[config.mk]
export PLATFORM = sky130hd
export DESIGN_NAME = tdm_demux4
export DESIGN_NICKNAME = d
export VERILOG_FILES = /design/src/rtl/tdm_demux4.sv
export SDC_FILE = /design/constraint.sdc
export NUM_CORES = 1
export LEC_CHECK = 0
export CAP_MARGIN = 20
export CORE_ASPECT_RATIO = 0.9
export CORE_UTILIZATION = 35
export CTS_CLUSTER_SIZE = 14
export DETAILED_ROUTE_END_ITERATION = 10
export HOLD_SLACK_MARGIN = 0.02
export SETUP_SLACK_MARGIN = 0.4
export SLEW_MARGIN = 20
export SYNTH_ARGS = -nofsm -noshare
export SYNTH_HDL_FRONTEND = slang
export SYNTH_SLANG_ARGS = --single-unit
export TNS_END_PERCENT = 50
[constraint.sdc]
create_clock -name clk -period 1.8 [get_ports clk]
set_clock_uncertainty 0.1 [all_clocks]
set_input_delay 0.27 -clock clk [delete_from_list [all_inputs] [get_ports clk]]
set_output_delay 0.27 -clock clk [all_outputs]
set_load 0.02 [all_outputs]
[src/rtl/tdm_demux4.sv]
// rtl/tdm_demux4.sv - 4-slot serial TDM frame demultiplexer with sync hunt/lock.
// Optional TDM_DEMUX_PARITY_EN adds an even-parity slot 4 and drives parity_err.
module tdm_demux4 (
    input  logic       clk,
    input  logic       rst,
    input  logic       sin_valid,
    input  logic       sin_data,
    input  logic       sin_sync,
    output logic [3:0] out,
    output logic       out_valid,
    output logic       lock,
    output logic       sync_err,
    output logic       parity_err
);

`ifdef TDM_DEMUX_PARITY_EN
    localparam logic [2:0] LAST_SLOT = 3'd4;
`else
    localparam logic [2:0] LAST_SLOT = 3'd3;
`endif

    typedef enum logic {HUNT, RECV} state_t;

    state_t     state_q;
    logic [2:0] slot_q;
    logic [3:0] shadow_q;
    logic [3:0] shadow_d;
    logic [3:0] out_q;
    logic       out_valid_q;
    logic       sync_err_q;
`ifdef TDM_DEMUX_PARITY_EN
    logic       parity_err_q;
`endif

    // Slot k lands in bit 3-k; the parity slot never writes the shadow.
    always_comb begin
        shadow_d = shadow_q;
        if (slot_q <= 3'd3) begin
            shadow_d[2'd3 - slot_q[1:0]] = sin_data;
        end
    end

    always_ff @(posedge clk) begin
        if (rst) begin
            state_q      <= HUNT;
            slot_q       <= 3'd0;
            shadow_q     <= 4'b0000;
            out_q        <= 4'b0000;
            out_valid_q  <= 1'b0;
            sync_err_q   <= 1'b0;
`ifdef TDM_DEMUX_PARITY_EN
            parity_err_q <= 1'b0;
`endif
        end else begin
            out_valid_q  <= 1'b0;
            sync_err_q   <= 1'b0;
`ifdef TDM_DEMUX_PARITY_EN
            parity_err_q <= 1'b0;
`endif
            if (sin_valid) begin
                case (state_q)
                    HUNT: begin
                        if (sin_sync) begin
                            state_q  <= RECV;
                            shadow_q <= {sin_data, 3'b000};
                            slot_q   <= 3'd1;
                        end
                    end
                    RECV: begin
                        if (slot_q == 3'd0 && !sin_sync) begin
                            sync_err_q <= 1'b1;
                            state_q    <= HUNT;
                            shadow_q   <= 4'b0000;
                        end else if (slot_q != 3'd0 && sin_sync) begin
                            // Early sync: drop the partial frame, restart on this beat.
                            sync_err_q <= 1'b1;
                            shadow_q   <= {sin_data, 3'b000};
                            slot_q     <= 3'd1;
                        end else if (slot_q == LAST_SLOT) begin
`ifdef TDM_DEMUX_PARITY_EN
                            out_q        <= shadow_q;
                            parity_err_q <= ^{shadow_q, sin_data};
`else
                            out_q        <= shadow_d;
`endif
                            out_valid_q <= 1'b1;
                            slot_q      <= 3'd0;
                            shadow_q    <= 4'b0000;
                        end else begin
                            shadow_q <= shadow_d;
                            slot_q   <= slot_q + 3'd1;
                        end
                    end
                    default: state_q <= HUNT;
                endcase
            end
        end
    end

    assign out       = out_q;
    assign out_valid = out_valid_q;
    assign lock      = (state_q == RECV);
    assign sync_err  = sync_err_q;
`ifdef TDM_DEMUX_PARITY_EN
    assign parity_err = parity_err_q;
`else
    assign parity_err = 1'b0;
`endif

endmodule

# ---- After elaboration in Yosys (flattened, before gate mapping)
# Cells that the tools add are included.
dict set report word_totals {
  reg_bits 14
  input_bits 5
  output_inout_bits 8
}
dict set report classes {
  add_sub_neg 2
  magnitude_cmp 3
  n_eq_ne 3
  n_mux 20
  bitwise 4
  n_reduce_logical 11
}
# operator count
set ops {}
lappend ops {{$mux W4} 5}
lappend ops {{$mux W3} 4}
lappend ops {{$pmux W4 S2} 1}
lappend ops {{$mux W1} 6}
lappend ops {{$pmux W3 S2} 1}
lappend ops {{$reduce_and A5 Y1} 1}
lappend ops {{$reduce_or A5 Y1} 1}
lappend ops {{$bwmux W4} 1}
lappend ops {{$ne A2 B2 Y1 const B} 2}
lappend ops {{$not A1 Y1} 4}
lappend ops {{$add A3 B1 Y3 const B} 1}
lappend ops {{$eq A3 B2 Y1 const B} 1}
lappend ops {{$le A3 B2 Y1 const B} 1}
lappend ops {{$logic_and A1 B1 Y1} 3}
lappend ops {{$logic_not A3 Y1} 1}
lappend ops {{$lt A2 B3 Y1 const B} 1}
lappend ops {{$reduce_and A3 Y1} 1}
lappend ops {{$reduce_bool A3 Y1} 1}
lappend ops {{$reduce_or A3 Y1} 1}
lappend ops {{$demux W1 S2} 1}
lappend ops {{$ge A2 B1 Y1 const B} 1}
lappend ops {{$pmux W1 S2} 1}
lappend ops {{$reduce_and A2 Y1} 1}
lappend ops {{$sub A2 B2 Y2 const A} 1}
lappend ops {{$logic_not A1 Y1} 1}

# ---- Logic depth before layout (Yosys ltp)
dict set report logic_depth {
  depth_word 11
  ltp_mapped 10
}

# ---- Worst setup path before layout
# No wires, ideal clock.
dict set report synth_path {
  kind {register to register}
  startpoint {register slot_q[0]}
  endpoint {register out_q[0], in the netlist out[0]}
  arrival_ps 1734
  required_time_ps 1571
  setup_slack_ps -163
  path_stages_with_launch 10
  n_path_buf 1
  period_less_slack_ps 1963
  path_cell_list {dfxtp_1 -> inv_1 -> ha_1 -> nor2b_2 -> ha_1 -> nor3b_2 -> and3_1 -> buf_6 -> mux2i_1 -> nor2_1}
}
dict set report synth_between {
  elab_chain_len 7
  elab_cells_between_ends 17
  classes_between {add/sub: 1; order compare: 3; eq/ne: 1; mux: 4; bitwise: 2; reduce/logical: 6}
}
# element line_no
set synth_rtl {}
lappend synth_rtl {{from (decl)} 25} ;# logic [2:0] slot_q;
lappend synth_rtl {{from (signal assigned)} 91} ;# slot_q <= slot_q + 3'd1;
lappend synth_rtl {{$sub A2 B2 Y2} 39} ;# shadow_d[2'd3 - slot_q[1:0]] = sin_data;
lappend synth_rtl {{$lt A2 B3 Y1 (not written as such) or $ge A2 B1 Y1 (tied branches)} 39}
lappend synth_rtl {{$logic_and A1 B1 Y1 (not written as such)} 39}
lappend synth_rtl {{$mux W1 (not written as such)} 39}
lappend synth_rtl {{$demux W1 S2} 39}
lappend synth_rtl {{$bwmux W4} 39}
lappend synth_rtl {{$mux W4} 38} ;# if (slot_q <= 3'd3) begin
lappend synth_rtl {{to (signal assigned)} 84} ;# out_q <= shadow_d;
lappend synth_rtl {{to (decl)} 28} ;# logic [3:0] out_q;
# Parallel ways exist; a longest one is shown, timed or not.
# A chain may end at the register's enable or synchronous reset.

# ---- Worst setup path after layout
dict set report layout_path {
  startpoint {register slot_q[1]}
  endpoint {register out_q[0], in the netlist out[0]}
}
# Same word-level chain as after synthesis.

==> metrics.csv <==
metric,value,unit
"top cells by area, synth","dfxtp_1, ha_1, nor2b_1, mux2i_1, and3b_1",
Mapped Area,774,um^2
buffer and inverter count on the worst path,3,
WHS,0.390,ns
worst endpoint required time,1.88,ns
GRT overflow,0,
"slowest stage delay, CP",0.33,ns
CTS tree,yes,
fmax,534,MHz
final-report hold violation count,0,
dpl ws,-0.152,ns
GRT Total Usage,0.186,
Ports,13,
crit path capture type,flop,
"Clk Latency, worst-skew pair",0.28,ns
Mapped Avg Cell Area,9.01,um^2
final WL,1.92,mm
H-tree depth,1,
Clk Tree Root Cell,clkbuf_4,
hold depth,2,
global-route wire length before repair,3.11,mm
crit path time final,1.87,ns
Post-synth EDFFs,0,
setup ws final,-0.0710,ns
status,finished with violations,
Placer Congestion,0.768,
pwr dens,549,mW/mm^2
CP top delay family,simple AND/OR/NAND/NOR gates,
ANT nets after route,0,
RSZ-0062 raised after global routing,true,
violated checks,negative setup slack,
critical path peak fanout,3,
Vias/cell,5.20,
via count,738,
total CTS buffers,3,
r2r worst-path depth,10,
Layout area overhead,49.0,%
max-slew violation count,0,
DR pass1 iterations,4,
WL/cell,13.5,um
initial drt markers,7,
largest net degree at the start of global routing,11,
clk sinks,13,
Die Y,46.6,um
Starting Density,0.389,
Setup crit start kind,flop,
Post-synth top flop,dfxtp_1,
R2R Path End,out[0]$_SDFFE_PP0P_,
Setup TNS,-0.250,ns
"Seq/Total Area, Yosys",0.336,
clock slew at reported path FFs,0.08,ns
CTS Buffer Depth,2,
core area,0.00199,mm^2
HP Class,flop to flop,
Critical Path AT,1.95,ns
crit path cell chain,inv_2 > ha_4 > nor2b_4 > inv_2 > ha_4 > nor3b_4 > and3_4 > buf_4 > mux2i_1 > nor2_1,
count of port buffers added during placement,11,
WHS Endpoint,shadow_q[2]$_SDFFE_PP0P_,
top cell type's share of synthesized area,0.336,
Yosys Warn Count,0,
MaxCap Viol Count,0,
n_diodes,0,
"Net Count, Synth",97,
Crit Path Category,flop to flop,
Cells after Synth,86,
slowest cell on the critical path,dfxtp_2,
initial antenna violation count,0,
Final HPWL DP,1.33,mm
vias in the first global route,713,
Netlist cell types,34,
VDD IR max,0.000563,V
nets,129,
critical hold path startpoint,shadow_q[2]$_SDFFE_PP0P_,
DRC viols,0,
"Setup violations, final",6,
asr flop ratio synth,0,
"flops & latches, synth",13,
Leakage Power,0.483,nW
Die ar.,0.00241,mm^2
share of layout cells above drive strength 1,0.402,
critical register-to-register path startpoint,slot_q[1]$_SDFFE_PP0P_,
standard-cell rows,15,
part of the cycle the worst path needs,1.04,
post-synth top area cell,dfxtp_1,
FF-to-FF setup slack,-0.07,ns
Die X-Extent,51.6,um
-- registers in the layout (all words and copies together), names as in the netlist --
register and cells:
out 4, shadow_q 3, slot_q 3, lock 1
out_valid 1, sync_err 1
-- logic make-up after synthesis --
group | synth area share
adders and majority gates | 0.0969
AOI/OAI and AO/OA | 0.187
buffers and inverters | 0.0678
DFF | 0.336
and+or+nand+nor | 0.268
other | 0.00484
muxes | 0.0388
-- repair_timing --
action	CTS	global route
endpoints found under the setup margin	18	13
hold buffers	0	0
gates resized for setup	15	5
pin swaps	1	0
buffers inserted	4	1
-- cells in the final DEF, fill, tap and decap left out, types with 2 or more instances in the layout --
| cell type | Yosys | routed |
|---|---|---|
| nand2_1 | 5 | 5 |
| ha_1 | 6 | 3 |
| inv_1 | 4 | 2 |
| nand3_1 | 2 | 2 |
| and3b_1 | 3 | 3 |
| ha_4 | 0 | 3 |
| nand4bb_1 | 2 | 2 |
| nor2_2 | 1 | 2 |
| a211oi_2 | 2 | 4 |
| dfxtp_2 | 0 | 3 |
| mux2i_1 | 3 | 3 |
| dfxtp_1 | 13 | 10 |
| inv_2 | 1 | 3 |
| clkbuf_4 | 0 | 3 |
| nor2b_1 | 5 | 5 |
| dlygate4sd2_1 | 0 | 6 |
| o21ai_0 | 2 | 2 |
| buf_4 | 2 | 20 |
| nand2b_1 | 2 | 2 |
| nand4_1 | 2 | 2 |
| a21oi_1 | 3 | 3 |
| clkdlybuf4s50_1 | 0 | 4 |
| a31oi_1 | 2 | 2 |
| nor2_1 | 6 | 4 |
| o21a_1 | 2 | 2 |
-- power by group --
group	switching, W	total, W	leakage (nW)	internal [W]
clock network	0.0000980	0.000184	0.0150	0.0000860
registers	0.00000646	0.000301	0.107	0.000294
logic	0.0000727	0.000149	0.361	0.0000760
-- worst max path at each step --
stage | to | slack, ns | cells after the start | start
after CTS | out[0]$_SDFFE_PP0P_ | -0.07 | 10 | slot_q[1]$_SDFFE_PP0P_
final | out[0]$_SDFFE_PP0P_ | -0.07 | 10 | slot_q[1]$_SDFFE_PP0P_
after global routing | out[3]$_SDFFE_PP0P_ | -0.19 | 10 | slot_q[1]$_SDFFE_PP0P_
after detailed placement | out[3]$_SDFFE_PP0P_ | -0.15 | 8 | sin_sync
after floorplan | out[0]$_SDFFE_PP0P_ | -0.009 | 10 | slot_q[1]$_SDFFE_PP0P_
after global placement | out[3]$_SDFFE_PP0P_ | -0.12 | 8 | sin_sync
-- synth_stat cells (3+ instances only) --
library cell  number
dfxtp_1           13
ha_1               6
nor2_1             6
nand2_1            5
nor2b_1            5
inv_1              4
a211oi_1           3
a21oi_1            3
and3b_1            3
mux2i_1            3
-- routing by layer --
metal	track usage	share of wire	vias to the layer above
met1	0.209	0.43	340
met4	0.0649	0.012	0
met3	0.0693	0.059	5
met5	0	0	-
met2	0.325	0.49	22
li1	-	-	371
-- worst register-to-register path: cells and delay by family (launching register included) --
kind | cells | cell delay [ns]
adders and majority gates | 2 | 0.29
DFF | 1 | 0.33
buffers and inverters | 3 | 0.24
and+or+nand+nor | 4 | 0.64
muxes | 1 | 0.17
-- metrics by stage --
step,utilization,total power [W],instances,instance area [um^2]
2_1_floorplan,-,0.000380,86,820
3_3_place_gp,0.526,0.000438,133,1050
3_5_place_dp,0.526,0.000440,133,1050
4_1_cts,0.563,0.000633,141,1120
5_1_grt,0.580,0.000676,142,1150
6_report,0.580,0.000633,142,1150
-- layout make-up --
type                    count  area, um^2
fillers                   200         836
multi-input cells          63         548
repair buffers             32         265
flip-flops and latches     13         264
well taps                  25        31.3
clock buffers               4        26.3
inverters                   5        18.8
Note: power is estimated with default switching activity, not from simulation.
